--- config.mk ---
export PLATFORM = sky130hd
export DESIGN_NAME = instr_mem_loadable
export DESIGN_NICKNAME = d
export VERILOG_FILES = /design/src/rtl/instr_mem_pkg.sv /design/src/rtl/instr_mem_ram.sv /design/src/rtl/instr_mem_loadable.sv
export SDC_FILE = /design/constraint.sdc
export NUM_CORES = 2
export LEC_CHECK = 0
export CORE_UTILIZATION = 41
export DETAILED_ROUTE_END_ITERATION = 7
export GPL_TIMING_DRIVEN = 0
export MAX_ROUTING_LAYER = met4
export SLEW_MARGIN = 15
export SYNTH_ARGS = -nofsm -noshare
export SYNTH_HDL_FRONTEND = slang
export SYNTH_SLANG_ARGS = --single-unit
--- constraint.sdc ---
create_clock -name clk_i -period 3.5 [get_ports clk_i]
set_input_delay 0.525 -clock clk_i [delete_from_list [all_inputs] [get_ports clk_i]]
set_output_delay 0.525 -clock clk_i [all_outputs]
set_load 0.05 [all_outputs]
--- src/rtl/instr_mem_pkg.sv ---
// Shared types and helpers for the loadable instruction memory.
package instr_mem_pkg;

    typedef enum logic [1:0] {
        IDLE = 2'd0,
        LOAD = 2'd1,
        RUN  = 2'd2
    } state_e;

    localparam logic [31:0] NOP_WORD_DFLT = 32'h0000_0000;

    // True when a byte address is not word aligned or lies beyond the array.
    // The address is zero-extended to 64 bits so one helper serves any PC width.
    function automatic logic fetch_addr_bad(input logic [63:0] addr, input int aw);
        logic [63:0] hi;
        hi = addr >> (aw + 2);
        return (addr[1:0] != 2'b00) || (hi != 64'd0);
    endfunction

endpackage

--- src/rtl/instr_mem_ram.sv ---
// Simple dual-port synchronous RAM: one write port, one registered read port.
module instr_mem_ram #(
    parameter int DATA_W = 32,
    parameter int DEPTH  = 64,
    parameter int AW     = $clog2(DEPTH)
) (
    input  logic              clk_i,
    input  logic              we_i,
    input  logic [AW-1:0]     waddr_i,
    input  logic [DATA_W-1:0] wdata_i,
    input  logic              re_i,
    input  logic [AW-1:0]     raddr_i,
    output logic [DATA_W-1:0] rdata_o
);

    logic [DATA_W-1:0] mem_q [DEPTH];
    logic [DATA_W-1:0] rdata_q;

    // Storage deliberately has no reset so a program survives rst.
    always_ff @(posedge clk_i) begin
        if (we_i) begin
            mem_q[waddr_i] <= wdata_i;
        end
        if (re_i) begin
            rdata_q <= mem_q[raddr_i];
        end
    end

    assign rdata_o = rdata_q;

endmodule

--- src/rtl/instr_mem_loadable.sv ---
// Run-time loadable instruction memory for the fetch stage: streaming program
// port, then one-cycle registered fetches with stall and address-error flag.
//
// state | meaning
// ------+-------------------------------------------------------------
// IDLE  | after reset; picks LOAD (prog_en) or RUN on retained image
// LOAD  | prog_ready high, words written at wr_ptr until full or prog_en falls
// RUN   | fetches served; prog_en restarts a load from word 0
module instr_mem_loadable
    import instr_mem_pkg::*;
#(
    parameter int                DATA_W   = 32,
    parameter int                ADDR_W   = 32,
    parameter int                DEPTH    = 64,
    parameter logic [DATA_W-1:0] NOP_WORD = DATA_W'(NOP_WORD_DFLT)
) (
    input  logic                    clk_i,
    input  logic                    rst_i,
    input  logic                    prog_en_i,
    input  logic                    prog_valid_i,
    input  logic [DATA_W-1:0]       prog_data_i,
    output logic                    prog_ready_o,
    output logic                    prog_done_o,
    output logic [$clog2(DEPTH):0]  prog_count_o,
    input  logic [ADDR_W-1:0]       pc_i,
    input  logic                    fetch_en_i,
    output logic [DATA_W-1:0]       instruction_o,
    output logic                    instr_valid_o,
    output logic                    addr_err_o
);

    localparam int AW = $clog2(DEPTH);
    localparam int CW = AW + 1;

    state_e            state_q, state_d;
    logic [AW-1:0]     wr_ptr_q, wr_ptr_d;
    logic [CW-1:0]     count_q, count_d;
    logic              done_q, done_d;
    logic              ready_q, ready_d;
    logic              valid_q, valid_d;
    logic              err_q, err_d;
    logic              accept, load_end, fetch, bad, rd_en;
    logic [DATA_W-1:0] rd_data;

    assign bad   = fetch_addr_bad(64'(pc_i), AW);
    assign rd_en = fetch && !bad;

    always_comb begin
        state_d  = state_q;
        wr_ptr_d = wr_ptr_q;
        count_d  = count_q;
        done_d   = 1'b0;
        valid_d  = valid_q;
        err_d    = err_q;
        accept   = 1'b0;
        load_end = 1'b0;
        fetch    = 1'b0;

        unique case (state_q)
            IDLE: begin
                if (prog_en_i) begin
                    state_d  = LOAD;
                    wr_ptr_d = '0;
                    count_d  = '0;
                end else begin
                    state_d = RUN;
                end
            end
            LOAD: begin
                accept = prog_valid_i && ready_q;
                if (accept) begin
                    wr_ptr_d = wr_ptr_q + AW'(1);
                    count_d  = count_q + CW'(1);
                end
                // A word arriving with the prog_en fall is still written.
                load_end = (accept && (wr_ptr_q == AW'(DEPTH - 1))) || !prog_en_i;
                if (load_end) begin
                    state_d = RUN;
                    done_d  = 1'b1;
                end
            end
            RUN: begin
                if (prog_en_i) begin
                    state_d  = LOAD;
                    wr_ptr_d = '0;
                    count_d  = '0;
                end else if (fetch_en_i) begin
                    fetch = 1'b1;
                end
            end
            default: state_d = IDLE;
        endcase

        // The edge entering RUN samples no fetch, so valid stays low one cycle.
        if (state_d != RUN) begin
            valid_d = 1'b0;
            err_d   = 1'b0;
        end else if (fetch) begin
            valid_d = 1'b1;
            err_d   = bad;
        end

        ready_d = (state_d == LOAD);
    end

    always_ff @(posedge clk_i) begin
        if (!rst_i) begin
            state_q  <= IDLE;
            wr_ptr_q <= '0;
            count_q  <= '0;
            done_q   <= 1'b0;
            ready_q  <= 1'b0;
            valid_q  <= 1'b0;
            err_q    <= 1'b0;
        end else begin
            state_q  <= state_d;
            wr_ptr_q <= wr_ptr_d;
            count_q  <= count_d;
            done_q   <= done_d;
            ready_q  <= ready_d;
            valid_q  <= valid_d;
            err_q    <= err_d;
        end
    end

    instr_mem_ram #(
        .DATA_W (DATA_W),
        .DEPTH  (DEPTH),
        .AW     (AW)
    ) u_ram (
        .clk_i   (clk_i),
        .we_i    (accept && rst_i),
        .waddr_i (wr_ptr_q),
        .wdata_i (prog_data_i),
        .re_i    (rd_en && rst_i),
        .raddr_i (pc_i[AW+1:2]),
        .rdata_o (rd_data)
    );

    // The read register holds through stalls; errors and non-RUN show NOP.
    assign instruction_o = (valid_q && !err_q) ? rd_data : NOP_WORD;
    assign instr_valid_o = valid_q;
    assign addr_err_o    = err_q;
    assign prog_ready_o  = ready_q;
    assign prog_done_o   = done_q;
    assign prog_count_o  = count_q;

endmodule

==> out/results.tsv <==
metric	value	unit
status	finished with violations	
violations	setup timing	
dpl.hpwl	142000	µm
endpoint_kind	register	
synth_ff_type	edfxtp_1	
critical_path_class	in -> reg	
cts_buffers	204	
hold_viol_final	0	
synthesis.nets	3645	
finalWorstSetupSlack	-0.0511	ns
cts_tree	yes	
via_per_inst	5.88	
row_count	161	
cellPowerDensity	551	nW/µm²
clkLatencyLatePin	0.83	ns
ys_ff_latch	2099	
start_kind	input pin	
hp-class	in -> reg	
synth_edf_count	2080	
htreeDepth	4	
fin_nets	4063	
die_w	443	µm
muxShareOfSynthArea	0.150	
synth_top_family_by_area	multiplexers	
grt_antenna_before_repair	8	
synth-async-reset-ratio	0	
fill_cells	15500	
first_global_vias	39100	
cts.clk_slew.worst_paths	0.06	ns
grt_usage	0.223	
synthXorXnorAreaFrac	0.000768	
critPathMaxStageDelay	0.85	ns
gp_congestion	0.866	
area_delta_synth_final	16.6	%
drc	0	
ctsLongestPathBuffers	3	
required	4.03	ns
numPortBuffers	107	
grt_pass1_wl	300000	µm
post-route-period-util	1.01	
first_iter_violations	4839	
synth_compound_area_frac	0.0292	
setup_tns	-0.0511	ns
drv_cap	0	
clock_skew	0.0383	ns
power	51.3	mW
hold_buffers	0	
synthesis.instances	3574	
drive_gt1_frac	0.274	
die_y	443	µm
yosysTopAreaCell	edfxtp_1	
arrival	4.08	ns
dr.pass1.iters	5	
rsz0062_at_grt	no	
max_freq	0.282	GHz
register_area	62800	µm²
vias	39400	
finalSetupViolCount	1	
io_pins	112	
finalWirelength	214000	µm
synthSimpleGateAreaFrac	0.0197	
path_max_fanout	12	
synth_area	79900	µm²
core_area	193000	µm²
wire_per_inst	32.0	µm
ant_nets	0	
multiInputGateArea	16500	µm²
yosysWarnings	0	
ys_seq_area_frac	0.787	
final_cell_mix	2,080 x edfxtp_1, 456 x mux4_2, 208 x clkbuf_16, 125 x o22ai_1, 121 x clkbuf_1	
worstPathCellList	clkdlybuf4s50_1 -> buf_4 -> buf_2 -> buf_4 -> buf_2 -> a31oi_1 -> a221oi_1 -> nor4_1	
cts.sinks	2099	
synthDistinctLibCells	44	
synth_area_per_cell	22.3	µm²
peakVddDrop	0.000508	V
final_cells	6702	
synth_area_leaders	edfxtp_1 78%, mux4_2 13%, mux2i_1 1.2%	
pre_cts_ws	-1.06	ns
grt_remaining_overflow	0	
p_leak	28.9	nW
yosysTopAreaCellShare	0.782	
drv_slew	0	
tightest_slew	1.25	ns
dp_cells	6313	
period_needed	3.55	ns
cts_root_buf	clkbuf_16	
synthAdderAreaFrac	0.000313	
grt_max_degree	65	
slowest_stage	a221oi_1	
final_common_cell	edfxtp_1	
initial_core_util	0.414	
die-area	197000	µm²
relSlewSlack	0.165	
-- per-stage QoR --
stage	utilization	instance area, µm²	hold WS, ns
2_1_floorplan	-	79900	0.534
5_1_grt	0.483	93100	0.0366
4_1_cts	0.482	93100	0.0183
3_3_place_gp	0.436	84100	0.471
6_report	0.483	93100	0.0715
3_5_place_dp	0.449	86700	0.500
-- flip-flops by register name (all words and copies together), names as in the netlist --
name and cells:
addr_err_o 1, prog_ready_o 1, u_ram.rdata_o 32, instr_valid_o 1, wr_ptr_q 6, prog_count_o 7, state_q 2, u_ram.mem_q 2048
prog_done_o 1
-- timing repair --
| item | 4_1_cts | 5_1_grt |
|---|---|---|
| gates resized for setup | 54 | 2 |
| endpoints found under the setup margin | 53 | 3 |
| endpoints found under the hold margin | 0 | 0 |
| setup buffers | 0 | 0 |
-- Yosys cell counts, types with 39 or more instances --
library cell,count
mux4_2,456
a21oi_1,46
mux2_2,66
clkbuf_1,66
nand2_1,48
buf_2,57
and2_1,39
o221ai_1,46
mux2i_1,95
o22ai_1,125
nor2_1,115
buf_4,53
edfxtp_1,2080
-- layer usage --
metal	wire length, µm	up-vias	global-route usage
met2	104000	1676	0.349
met1	88400	21300	0.302
li1	-	16100	-
met3	15400	290	0.0375
met5	0	-	-
met4	6470	0	0.0642
-- critical path, delay by kind of cell --
family | cells | cell delay (ns)
buf+inv | 5 | 2.27
simple gates | 1 | 0.22
compound gates | 2 | 1.03
-- where the power goes --
group / switching [mW] / internal (mW)
registers: 0.00537 / 27.6
logic: 1.59 / 0.887
clock network: 9.36 / 11.8
-- final timing paths --
check / from / end / slack (ns) / depth (start not counted)
max: pc_i[3] / u_ram.rdata_o[27]$_DFFE_PP_ / -0.05 / 8
min: prog_data_i[26] / u_ram.mem_q[50][26]$_DFFE_PP_ / 0.07 / 1
min reg2reg: prog_count_o[5]$_SDFFE_PN0P_ / prog_count_o[5]$_SDFFE_PN0P_ / 0.52 / 2
max reg2reg: state_q[0]$_SDFF_PN0_ / u_ram.mem_q[54][27]$_DFFE_PP_ / 0.09 / 7
-- final cells by class --
class	count	share of cell area
well taps	2526	0.0339
flip-flops and latches	2099	0.675
multi-input cells	1275	0.178
clock buffers	266	0.0582
repair buffers	213	0.0333
diodes	6	0.000161
plain buffers	199	0.0118
clock inverters	118	0.0103
-- cell families after synthesis --
kind of cell | after synthesis
flops | 2099
mux | 617
compound gates | 333
simple gates | 316
buf+inv | 200
xor+xnor | 7
fa+ha+maj | 2
Power figures use the tool's default switching activity.
